<file path="src/rtl/uart_tx_fifo_drain.sv">
// UART transmitter that drains a byte FIFO: pops a word whenever the FIFO is non-empty and sends it.
// Optional even parity bit after the data bits when UART_TX_PARITY_EN is defined.
module uart_tx_fifo_drain #(
   parameter int unsigned CLKS_PER_BIT = 104,
   parameter int unsigned WIDTH        = 8,
   parameter int unsigned STOP_BITS    = 1
) (
   input  logic             clk,
   input  logic             rst_n,
   input  logic             fifo_empty,
   output logic             fifo_re,
   input  logic [WIDTH-1:0] fifo_data,
   output logic             tx,
   output logic             busy
);

   localparam int unsigned BAUD_W = (CLKS_PER_BIT > 2) ? $clog2(CLKS_PER_BIT) : 1;
   localparam int unsigned BIT_W  = (WIDTH > 2) ? $clog2(WIDTH) : 1;

   typedef enum logic [2:0] {
      S_IDLE,
      S_FETCH,
      S_START,
      S_DATA,
      S_PARITY,
      S_STOP
   } state_e;

   state_e              state_q, state_d;
   logic [BAUD_W-1:0]   baud_q, baud_d;
   logic [BIT_W-1:0]    bit_q, bit_d;
   logic [WIDTH-1:0]    shreg_q, shreg_d;
   logic                tx_q, tx_d;
   logic                busy_q, busy_d;
   logic                bit_end;
`ifdef UART_TX_PARITY_EN
   logic                parity_q, parity_d;
`endif

   // The pop handshake must act in the same cycle IDLE sees data, so it stays combinational.
   assign fifo_re = (state_q == S_IDLE) & ~fifo_empty;
   assign tx      = tx_q;
   assign busy    = busy_q;
   assign bit_end = (baud_q == BAUD_W'(CLKS_PER_BIT - 1));

   // Next-state, counters and datapath
   always_comb begin
      state_d  = state_q;
      baud_d   = baud_q;
      bit_d    = bit_q;
      shreg_d  = shreg_q;
`ifdef UART_TX_PARITY_EN
      parity_d = parity_q;
`endif
      unique case (state_q)
         S_IDLE: begin
            baud_d = '0;
            if (!fifo_empty) state_d = S_FETCH;
         end
         S_FETCH: begin
            shreg_d  = fifo_data;
            baud_d   = '0;
            bit_d    = '0;
`ifdef UART_TX_PARITY_EN
            parity_d = ^fifo_data;
`endif
            state_d  = S_START;
         end
         S_START: begin
            baud_d = bit_end ? '0 : baud_q + BAUD_W'(1);
            if (bit_end) begin
               bit_d   = '0;
               state_d = S_DATA;
            end
         end
         S_DATA: begin
            baud_d = bit_end ? '0 : baud_q + BAUD_W'(1);
            if (bit_end) begin
               shreg_d = shreg_q >> 1;
               if (bit_q == BIT_W'(WIDTH - 1)) begin
                  bit_d = '0;
`ifdef UART_TX_PARITY_EN
                  state_d = S_PARITY;
`else
                  state_d = S_STOP;
`endif
               end else begin
                  bit_d = bit_q + BIT_W'(1);
               end
            end
         end
`ifdef UART_TX_PARITY_EN
         S_PARITY: begin
            baud_d = bit_end ? '0 : baud_q + BAUD_W'(1);
            if (bit_end) state_d = S_STOP;
         end
`endif
         S_STOP: begin
            baud_d = bit_end ? '0 : baud_q + BAUD_W'(1);
            if (bit_end) begin
               if (bit_q == BIT_W'(STOP_BITS - 1)) begin
                  bit_d   = '0;
                  state_d = S_IDLE;
               end else begin
                  bit_d = bit_q + BIT_W'(1);
               end
            end
         end
         default: state_d = S_IDLE;
      endcase

      // Outputs are derived from the next state so the registered line lines up with the state.
      busy_d = (state_d != S_IDLE);
      unique case (state_d)
         S_START:  tx_d = 1'b0;
         S_DATA:   tx_d = shreg_d[0];
`ifdef UART_TX_PARITY_EN
         S_PARITY: tx_d = parity_d;
`endif
         default:  tx_d = 1'b1;
      endcase
   end

   always_ff @(posedge clk or negedge rst_n) begin
      if (!rst_n) begin
         state_q  <= S_IDLE;
         baud_q   <= '0;
         bit_q    <= '0;
         shreg_q  <= '0;
         tx_q     <= 1'b1;
         busy_q   <= 1'b0;
`ifdef UART_TX_PARITY_EN
         parity_q <= 1'b0;
`endif
      end else begin
         state_q  <= state_d;
         baud_q   <= baud_d;
         bit_q    <= bit_d;
         shreg_q  <= shreg_d;
         tx_q     <= tx_d;
         busy_q   <= busy_d;
`ifdef UART_TX_PARITY_EN
         parity_q <= parity_d;
`endif
      end
   end

endmodule

</file>
<file path="config.mk">
export PLATFORM = sky130hd
export DESIGN_NAME = uart_tx_fifo_drain
export DESIGN_NICKNAME = d
export VERILOG_FILES = /design/src/rtl/uart_tx_fifo_drain.sv
export SDC_FILE = /design/constraint.sdc
export NUM_CORES = 1
export LEC_CHECK = 0
export CELL_PAD_IN_SITES_DETAIL_PLACEMENT = 1
export CELL_PAD_IN_SITES_GLOBAL_PLACEMENT = 1
export CORE_MARGIN = 2
export CORE_UTILIZATION = 43
export CTS_CLUSTER_SIZE = 14
export DETAILED_ROUTE_END_ITERATION = 16
export GPL_ROUTABILITY_DRIVEN = 0
export PLACE_DENSITY_LB_ADDON = 0.1
export SYNTH_ARGS = -nofsm -noshare
export SYNTH_HDL_FRONTEND = slang
export SYNTH_SLANG_ARGS = --single-unit
</file>
<file path="constraint.sdc">
create_clock -name clk -period 2.3 [get_ports clk]
set_input_delay 0.23 -clock clk [delete_from_list [all_inputs] [get_ports clk]]
set_output_delay 0.23 -clock clk [all_outputs]
set_load 0.01 [all_outputs]
</file>
==> results of run 1 <==
## path summary, 6_finish.rpt
check / to / slack, ns / cells after the start
max: fifo_re / 0.15 / 2
min: baud_q[5]$_DFFE_PN0P_ / 0.25 / 2
max reg2reg: tx$_DFF_PN1_ / 0.39 / 5
min reg2reg: shreg_q[2]$_DFFE_PN0P_ / 0.50 / 1
max in group asynchronous: tx$_DFF_PN1_ / 1.76 / 2
min in group clk: shreg_q[7]$_DFFE_PN0P_ / 0.47 / 3
## synthesized netlist by cell type
library cell  count  area share, %
mux2_4            1            1.1
and3_1            2           0.95
nand3_1           4            1.5
a21bo_2           1           0.76
clkbuf_2          1           0.38
o2bb2ai_1         1           0.66
buf_2             2           0.76
o21ai_0           3            1.1
buf_4             3            1.7
a22o_1            8            5.3
and2_1            3            1.4
dfrtp_1          22             42
nor4_1            1           0.47
o22ai_1           5            2.4
mux2i_1           1           0.76
xnor2_1           4            2.7
and4_1            1           0.66
nand2b_1          6            2.8
buf_1             1           0.28
o2bb2ai_2         1            1.1
a31oi_1           1           0.47
nor2_2            1           0.47
nor4bb_2          1            1.2
o31ai_1           1           0.57
nor2_1            6            1.7
a311oi_1          1           0.66
and3_4            1           0.85
a21oi_1           7            2.7
ha_1              4            3.8
nand3b_1          2            1.1
dfstp_2           1            2.0
clkbuf_1          2           0.57
inv_1             6            1.7
nor2b_1           4            1.9
o21a_1            3            1.7
o31a_1            1           0.66
nand2_1           9            2.6
a211oi_1          5            2.8
a21o_1            7            4.0
## worst max-delay path, cell delays in order (launching register included)
cell	delay, ns
dfrtp_1	0.55
nor4_1	0.44
clkdlybuf4s50_1	0.61
## cell type report
type / instances / share of cell area [%]
multi-input combinational: 96 / 45.1
clock buffer: 3 / 1.51
clock inverter: 1 / 0.335
tap: 33 / 2.76
timing repair buffer: 16 / 10.2
inverter: 6 / 1.51
sequential: 23 / 38.6
## metrics by stage
step / setup slack, ns / std cells
after global routing: 0.0167 / 178
after floorplan: 0.564 / 134
after CTS: 0.0967 / 178
after detailed placement: 0.430 / 174
after global placement: 0.475 / 174
final: 0.151 / 178
## cells by family (layout without fill, tap and decap cells)
logic type      after synthesis  after routing  synth area share, %
compound gates               45             45                 24.9
xor+xnor                      4              4                 2.65
fa+ha+maj                     4              4                 3.79
buf+inv                      15             26                 5.40
flops                        23             23                 43.7
mux                           2              2                 1.89
simple gates                 41             41                 17.7
## power groups by stage
stage / registers [W] / clock network, W / logic, W
CTS: 0.000640 / 0.000202 / 0.000417
floorplan: 0.000600 / 0 / 0.000342
global route: 0.000657 / 0.000213 / 0.000475
finish: 0.000639 / 0.000191 / 0.000411
detailed placement: 0.000650 / 0 / 0.000412
global placement: 0.000642 / 0 / 0.000391
## state kept, by name (all words and copies together), names as in the netlist
register	flops
bit_q	3
baud_q	7
state_q	3
tx	1
shreg_q	8
busy	1
## per-layer routing
metal	GRT usage [%]	part of all wire, %	vias to the layer above	wire (um)
li1	-	-	507	-
met1	24.9	48	497	1370
met2	31.9	48	12	1380
met3	1.97	2.3	5	66
met4	7.79	1.8	0	51
met5	0	0	-	0
==> flow_summary.yaml, run 1 <==
outcome:
  outcome: "finished clean"
clock_network:
  cts_tree: "yes"
  post_cts_resized: 0
  numClockSinks: 23
  clk_latency_ns: 0.32
  cts_root_buf: "clkbuf_4"
  cts-buffers-inserted: 3
  cts_hold_buffers: 0
  cts_setup_buffers: 0
  htree_levels: 1
  clkSlewWorstSetupHoldPaths_ns: 0.13
  cts_buffer_depth: 2
logic_synthesis:
  synth_area_mm2: 0.00132
  synth.distinct_cells: 39
  ys_ff_latch: 23
  netlist_instances: 134
  synth_area_per_cell_um2: 9.86
  seq_area_frac_synth_pct: 43.7
  yosys_warnings: 0
  syn-num-nets: 149
timing:
  slew_viol_final: 0
  worstMarginPinSlew_ns: 0.453
  period_minus_slack_ns: 2.15
  fmax_mhz: 465
  report.final.hold_viol_count: 0
  fin_tns_setup_ns: 0
  finalCritPeriodShare_pct: 93.4
  finalSetupViolations: 0
  rsz0062_at_grt: "false"
  hold_ws_ns: 0.249
  maxSlewHeadroom_pct: 69.6
  clock_skew_ns: 0.00496
worst_setup_path:
  required_ns: 2.07
  cp.arrival_ns: 1.92
  cp-startpoint: "state_q[0]$_DFF_PN0_"
  path_class: "register to primary output"
  cp-end-kind: "primary output"
  timing.rr.start: "baud_q[0]$_DFFE_PN0P_"
  critPathMaxFanout: 14
  cp-start-kind: "register"
power:
  swShare_pct: 35.6
  power_w: 0.00124
  p_sw_w: 0.000442
  internal-power_w: 0.000800
  pwr-share-clk_pct: 15.4
  peakVddDrop_uv: 412
  leakage_nw: 0.681
  powerDensity_mw_per_mm2: 831
  combPwrFrac_pct: 33.1
  seqPwrFrac_pct: 51.5
global_routing:
  grt.total_usage_pct: 19.0
  grt_overflow: 0
  grt_pass1_wl_mm: 5.04
  grt_max_degree: 24
  antenna_found_initial: 0
  grt_pass1_vias: 1057
final_layout:
  fin_area_mm2: 0.00149
  multiInputGateArea_um2: 673
  nFillCells: 352
  drive_above_1_share_pct: 9.66
  mostFrequentLayoutCells: "dfrtp_1, clkdlybuf4s50_1, nand2_1"
  syn_to_final_growth_pct: 13.1
  finalNetCount: 161
  final_common_cell: "dfrtp_1"
  antenna_cells: 0
  final_core_utilization_pct: 50.2
  seqCellArea_um2: 577
floorplanning:
  start_util_pct: 44.4
  die_y_um: 59.4
  fp-row-count: 20
  core-area_mm2: 0.00298
  die_w_um: 59.4
  io_pins: 14
  die_area_mm2: 0.00353
detailed_routing:
  routed-via-count: 1021
  wl_mm: 2.87
  drc: 0
  antenna_left: 0
  routed_via_density: 5.74
  wire_per_inst_um: 16.1
  drt-initial-drc-count: 16
  dr.pass1.iters: 4
placed_design:
  placed_cell_area_mm2: 0.00147
  hpwl_mm: 2.13
  port_buffers: 13
hold_path:
  min_path_type: "input port to asynchronous set/reset pin"
job:
  drv_cap: 0
(Power assumes the default switching activity.)
==> run 2, diff against run 1 <==
--- a/config.mk
+++ b/config.mk
@@ -5,6 +5,7 @@
 export SDC_FILE = /design/constraint.sdc
 export NUM_CORES = 1
 export LEC_CHECK = 0
+export CAP_MARGIN = 20
 export CELL_PAD_IN_SITES_DETAIL_PLACEMENT = 1
 export CELL_PAD_IN_SITES_GLOBAL_PLACEMENT = 1
 export CORE_MARGIN = 2
@@ -12,7 +13,7 @@
 export CTS_CLUSTER_SIZE = 14
 export DETAILED_ROUTE_END_ITERATION = 16
 export GPL_ROUTABILITY_DRIVEN = 0
-export PLACE_DENSITY_LB_ADDON = 0.1
+export PLACE_DENSITY_LB_ADDON = 0.05
 export SYNTH_ARGS = -nofsm -noshare
 export SYNTH_HDL_FRONTEND = slang
 export SYNTH_SLANG_ARGS = --single-unit
==> run 2 against run 1 <==
Net effect: clock power is 4% lower; wire length is 3.1% lower; worst setup slack better by 0.053 ns; clock skew is 0.0032 ns lower; clock-buffer cell count is 1 higher; via count is 0.98% higher; combinational power is 3% lower; flip-flop and latch count stayed put; largest power group unchanged.
==> flow_summary.yaml, run 2 (synthesized netlist as in run 1, its figures left out) <==
power:
  powerDensity_mw_per_mm2: 818
  peakVddDrop_uv: 412
  leakage_nw: 0.678
worst_setup_path:
  cp-startpoint: "state_q[0]$_DFF_PN0_"
  timing.rr.start: "baud_q[0]$_DFFE_PN0P_"
  cp-end-kind: "primary output"
  required_ns: 2.07
  cp-start-kind: "register"
  path_class: "register to primary output"
  critPathMaxFanout: 14
  cp.arrival_ns: 1.87
global_routing:
  grt_max_degree: 24
  grt_pass1_wl_mm: 4.79
  grt_overflow: 0
  antenna_found_initial: 0
  grt.total_usage_pct: 18.0
  grt_pass1_vias: 1017
timing:
  hold_ws_ns: 0.263
  fmax_mhz: 477
  slew_viol_final: 0
  rsz0062_at_grt: "false"
  fin_tns_setup_ns: 0
  maxSlewHeadroom_pct: 71.5
  clock_skew_ns: 0.00171
  finalCritPeriodShare_pct: 91.1
  worstMarginPinSlew_ns: 0.425
  period_minus_slack_ns: 2.10
  finalSetupViolations: 0
  fin_ws_ns: 0.205
  report.final.hold_viol_count: 0
clock_network:
  cts-buffers-inserted: 3
  post_cts_resized: 0
  cts_root_buf: "clkbuf_4"
  clkSlewWorstSetupHoldPaths_ns: 0.12
  cts_setup_buffers: 0
  htree_levels: 1
  cts_buffer_depth: 2
  numClockSinks: 23
  clk_latency_ns: 0.30
  cts_hold_buffers: 0
  cts_tree: "yes"
floorplanning:
  die_y_um: 59.4
  die_w_um: 59.4
  core-area_mm2: 0.00298
  io_pins: 14
  die_area_mm2: 0.00353
  fp-row-count: 20
  start_util_pct: 44.4
placed_design:
  hpwl_mm: 2.05
  pre_cts_ws_ns: 0.440
  placed_cell_area_mm2: 0.00147
  port_buffers: 13
final_layout:
  multiInputGateArea_um2: 673
  final_common_cell: "dfrtp_1"
  largest_reg_flops: 8
  fin_area_mm2: 0.00149
  mostFrequentLayoutCells: "dfrtp_1, clkdlybuf4s50_1, nand2_1"
  top_register: "shreg_q"
  seqCellArea_um2: 577
  syn_to_final_growth_pct: 13.0
  nFillCells: 340
  finalNetCount: 161
  top_regs: "shreg_q (8), baud_q (7)"
  antenna_cells: 0
  drive_above_1_share_pct: 8.97
detailed_routing:
  met1_length_mm: 1.33
  routed_via_density: 5.79
  antenna_left: 0
  drc: 0
  maxUsedRoutingLayer: "met4"
  dr.pass1.iters: 4
  wl_met3_um: 77
  wl_mm: 2.78
  met2_length_mm: 1.33
  routed-via-count: 1031
  drt-initial-drc-count: 26
  wire_per_inst_um: 15.6
job:
  drv_cap: 0
outcome:
  outcome: "finished clean"
hold_path:
  min_path_type: "input port to asynchronous set/reset pin"
## run 2: cell types whose count changed in the layout (fill, tap and decap cells not counted)
cell,before,now
clkbuf_1,0,1
clkinv_2,1,0
## run 2: cell type report
| class | instances | area share [%] |
|---|---|---|
| clock buffer | 4 | 1.76 |
| inverter | 6 | 1.51 |
| multi-input combinational | 96 | 45.1 |
| sequential | 23 | 38.6 |
| tap | 33 | 2.77 |
| timing repair buffer | 16 | 10.2 |
## run 2: final timing paths
check	slack, ns	cells after the start	end
min in group clk	0.48	3	shreg_q[7]$_DFFE_PN0P_
worst min-delay path	0.26	2	baud_q[6]$_DFFE_PN0P_
worst min register to register	0.49	1	shreg_q[5]$_DFFE_PN0P_
max in group asynchronous	1.76	2	tx$_DFF_PN1_
worst max-delay path	0.20	2	fifo_re
worst max register to register	0.44	5	tx$_DFF_PN1_
## run 2: critical path, stage by stage, from the launching register on
cell and delay (ns):
dfrtp_1 0.56, nor4_1 0.40, clkdlybuf4s50_1 0.61
## run 2: routing by layer
layer | up-vias | global-route usage [%]
li1 | 505 | -
met3 | 4 | 2.84
met2 | 9 | 27.8
met4 | 0 | 4.87
met1 | 513 | 26.0
met5 | - | 0
## run 2: power by group
group	leakage, nW	internal [W]	switching [W]
logic	0.382	0.000217	0.000182
clock network	0.0150	0.0000677	0.000117
registers	0.281	0.000515	0.000122
total	0.678	0.000800	0.000421
## run 2: stage by stage
step                instances  total power, W  utilization, %
floorplan                 134        0.000942               -
global placement          174         0.00103            49.2
detailed placement        174         0.00106            49.2
CTS                       178         0.00124            50.1
global route              178         0.00133            50.1
finish                    178         0.00122            50.1
==> run 3, diff against run 2 <==
--- a/config.mk
+++ b/config.mk
@@ -8,6 +8,7 @@
 export CAP_MARGIN = 20
 export CELL_PAD_IN_SITES_DETAIL_PLACEMENT = 1
 export CELL_PAD_IN_SITES_GLOBAL_PLACEMENT = 1
+export CORE_ASPECT_RATIO = 0.7
 export CORE_MARGIN = 2
 export CORE_UTILIZATION = 43
 export CTS_CLUSTER_SIZE = 14
==> run 3 against run 2 <==
Net effect: power up 8.3%; core utilization up 3.1 points; register-to-register slack worse by 0.13 ns; final cell count up 2.2%; worst setup slack better by 0.069 ns; largest cell class unchanged; final area up 2.0%; clock-buffer cell count unchanged; global-route usage up 1.2 points; clock power up 37%; sequential share of layout area down 0.76 points; critical path depth unchanged; via count up 1.3%.
==> flow_summary.yaml, run 3 (synthesized netlist as in run 1, its figures left out) <==
placed_design:
  dpl.cell_count: 178
  hpwl_mm: 2.19
  port_buffers: 13
  pre_cts_ws_ns: 0.365
floorplanning:
  start_util_pct: 46.2
  io_pins: 14
  die_y_um: 50.4
  fp-row-count: 16
  die_area_mm2: 0.00354
  die_w_um: 70.3
  core-area_mm2: 0.00286
timing:
  period_minus_slack_ns: 2.03
  fin_tns_setup_ns: 0
  clock_skew_ns: 0.00747
  finalCritPeriodShare_pct: 88.1
  slew_viol_final: 0
  worstMarginPinSlew_ns: 0.530
  finalSetupViolations: 0
  fin_ws_ns: 0.273
  report.final.hold_viol_count: 0
  rsz0062_at_grt: "false"
  maxSlewHeadroom_pct: 64.5
  fmax_mhz: 493
detailed_routing:
  dr.pass1.iters: 4
  drc: 0
  wl_mm: 3.05
  wire_per_inst_um: 16.7
  drt-initial-drc-count: 22
  routed-via-count: 1044
  routed_via_density: 5.74
  antenna_left: 0
global_routing:
  grt_max_degree: 24
  grt_pass1_wl_mm: 5.27
  antenna_found_initial: 0
  grt.total_usage_pct: 19.1
  grt_pass1_vias: 1089
  grt_overflow: 0
worst_setup_path:
  cp.arrival_ns: 1.80
  cp-end-kind: "primary output"
  critPathMaxFanout: 14
  cp-start-kind: "register"
  required_ns: 2.07
  path_class: "register to primary output"
clock_network:
  htree_levels: 1
  cts-buffers-inserted: 3
  cts_buffer_depth: 2
  post_cts_resized: 0
  cts_setup_buffers: 0
  clkSlewWorstSetupHoldPaths_ns: 0.08
  cts_hold_buffers: 0
  clk_latency_ns: 0.27
  numClockSinks: 23
  cts_tree: "yes"
  cts_root_buf: "clkbuf_8"
final_layout:
  antenna_cells: 0
  multiInputGateArea_um2: 673
  finalNetCount: 162
  final_core_utilization_pct: 53.2
  syn_to_final_growth_pct: 15.2
  final_common_cell: "dfrtp_1"
  top_register: "shreg_q"
  seqCellArea_um2: 577
  mostFrequentLayoutCells: "dfrtp_1, clkdlybuf4s50_1, nand2_1"
  drive_above_1_share_pct: 9.59
  layout.cells.non_filler: 182
  nFillCells: 329
  top_regs: "shreg_q (8), baud_q (7)"
  largest_reg_flops: 8
power:
  combPwrFrac_pct: 33.3
  p_sw_w: 0.000455
  peakVddDrop_uv: 479
  leakage_nw: 0.691
  internal-power_w: 0.000867
  swShare_pct: 34.4
  power_w: 0.00132
  pwr-share-clk_pct: 19.1
  powerDensity_mw_per_mm2: 868
  seqPwrFrac_pct: 47.6
hold_path:
  min_path_type: "input port to asynchronous set/reset pin"
outcome:
  outcome: "finished clean"
job:
  drv_cap: 0
run 3: cell count changes in the layout (fill, tap and decap cells not counted):
cell | previous run | this run
buf_4 | 3 | 4
clkbuf_4 | 3 | 0
clkbuf_8 | 0 | 3
run 3: worst paths after layout:
check | slack [ns] | endpoint | depth (start not counted) | from
min | 0.31 | busy$_DFF_PN0_ | 2 | rst_n
max | 0.27 | fifo_re | 2 | state_q[1]$_DFF_PN0_
max reg2reg | 0.31 | tx$_DFF_PN1_ | 5 | baud_q[0]$_DFFE_PN0P_
max in group asynchronous | 1.70 | tx$_DFF_PN1_ | 2 | rst_n
min reg2reg | 0.48 | shreg_q[5]$_DFFE_PN0P_ | 1 | shreg_q[5]$_DFFE_PN0P_
min in group clk | 0.48 | shreg_q[5]$_DFFE_PN0P_ | 1 | shreg_q[5]$_DFFE_PN0P_
run 3: critical path, cell delays in order, from the launching register on:
cell             delay (ns)
dfrtp_1                0.53
nor4_1                 0.40
clkdlybuf4s50_1        0.61
run 3: power by group through the flow:
| stage | Sequential (W) | Combinational, W | Clock (W) |
|---|---|---|---|
| final | 0.000630 | 0.000441 | 0.000252 |
| after floorplan | 0.000600 | 0.000342 | 0 |
| after global placement | 0.000628 | 0.000417 | 0 |
| after detailed placement | 0.000635 | 0.000436 | 0 |
| after CTS | 0.000630 | 0.000444 | 0.000259 |
| after global routing | 0.000648 | 0.000497 | 0.000273 |
run 3: area by class of cell:
type	instances	share of cell area [%]
multi-input combinational	96	44.2
clock buffer	4	2.96
inverter	6	1.48
sequential	23	37.9
timing repair buffer	17	10.5
tap	36	2.96
run 3: routing by layer:
metal / GRT usage (%) / part of all wire (%) / vias up
li1: - / - / 506
met1: 26.0 / 52 / 525
met2: 31.8 / 45 / 11
met3: 4.82 / 2.6 / 2
met4: 2.88 / 0.43 / 0
met5: 0 / 0 / -
run 3: metrics by stage:
stage	hold slack [ns]	cell area (um^2)
after global placement	0.464	1480
final	0.313	1520
after global routing	0.375	1520
after floorplan	-0.0656	1320
after CTS	0.322	1520
after detailed placement	0.467	1480
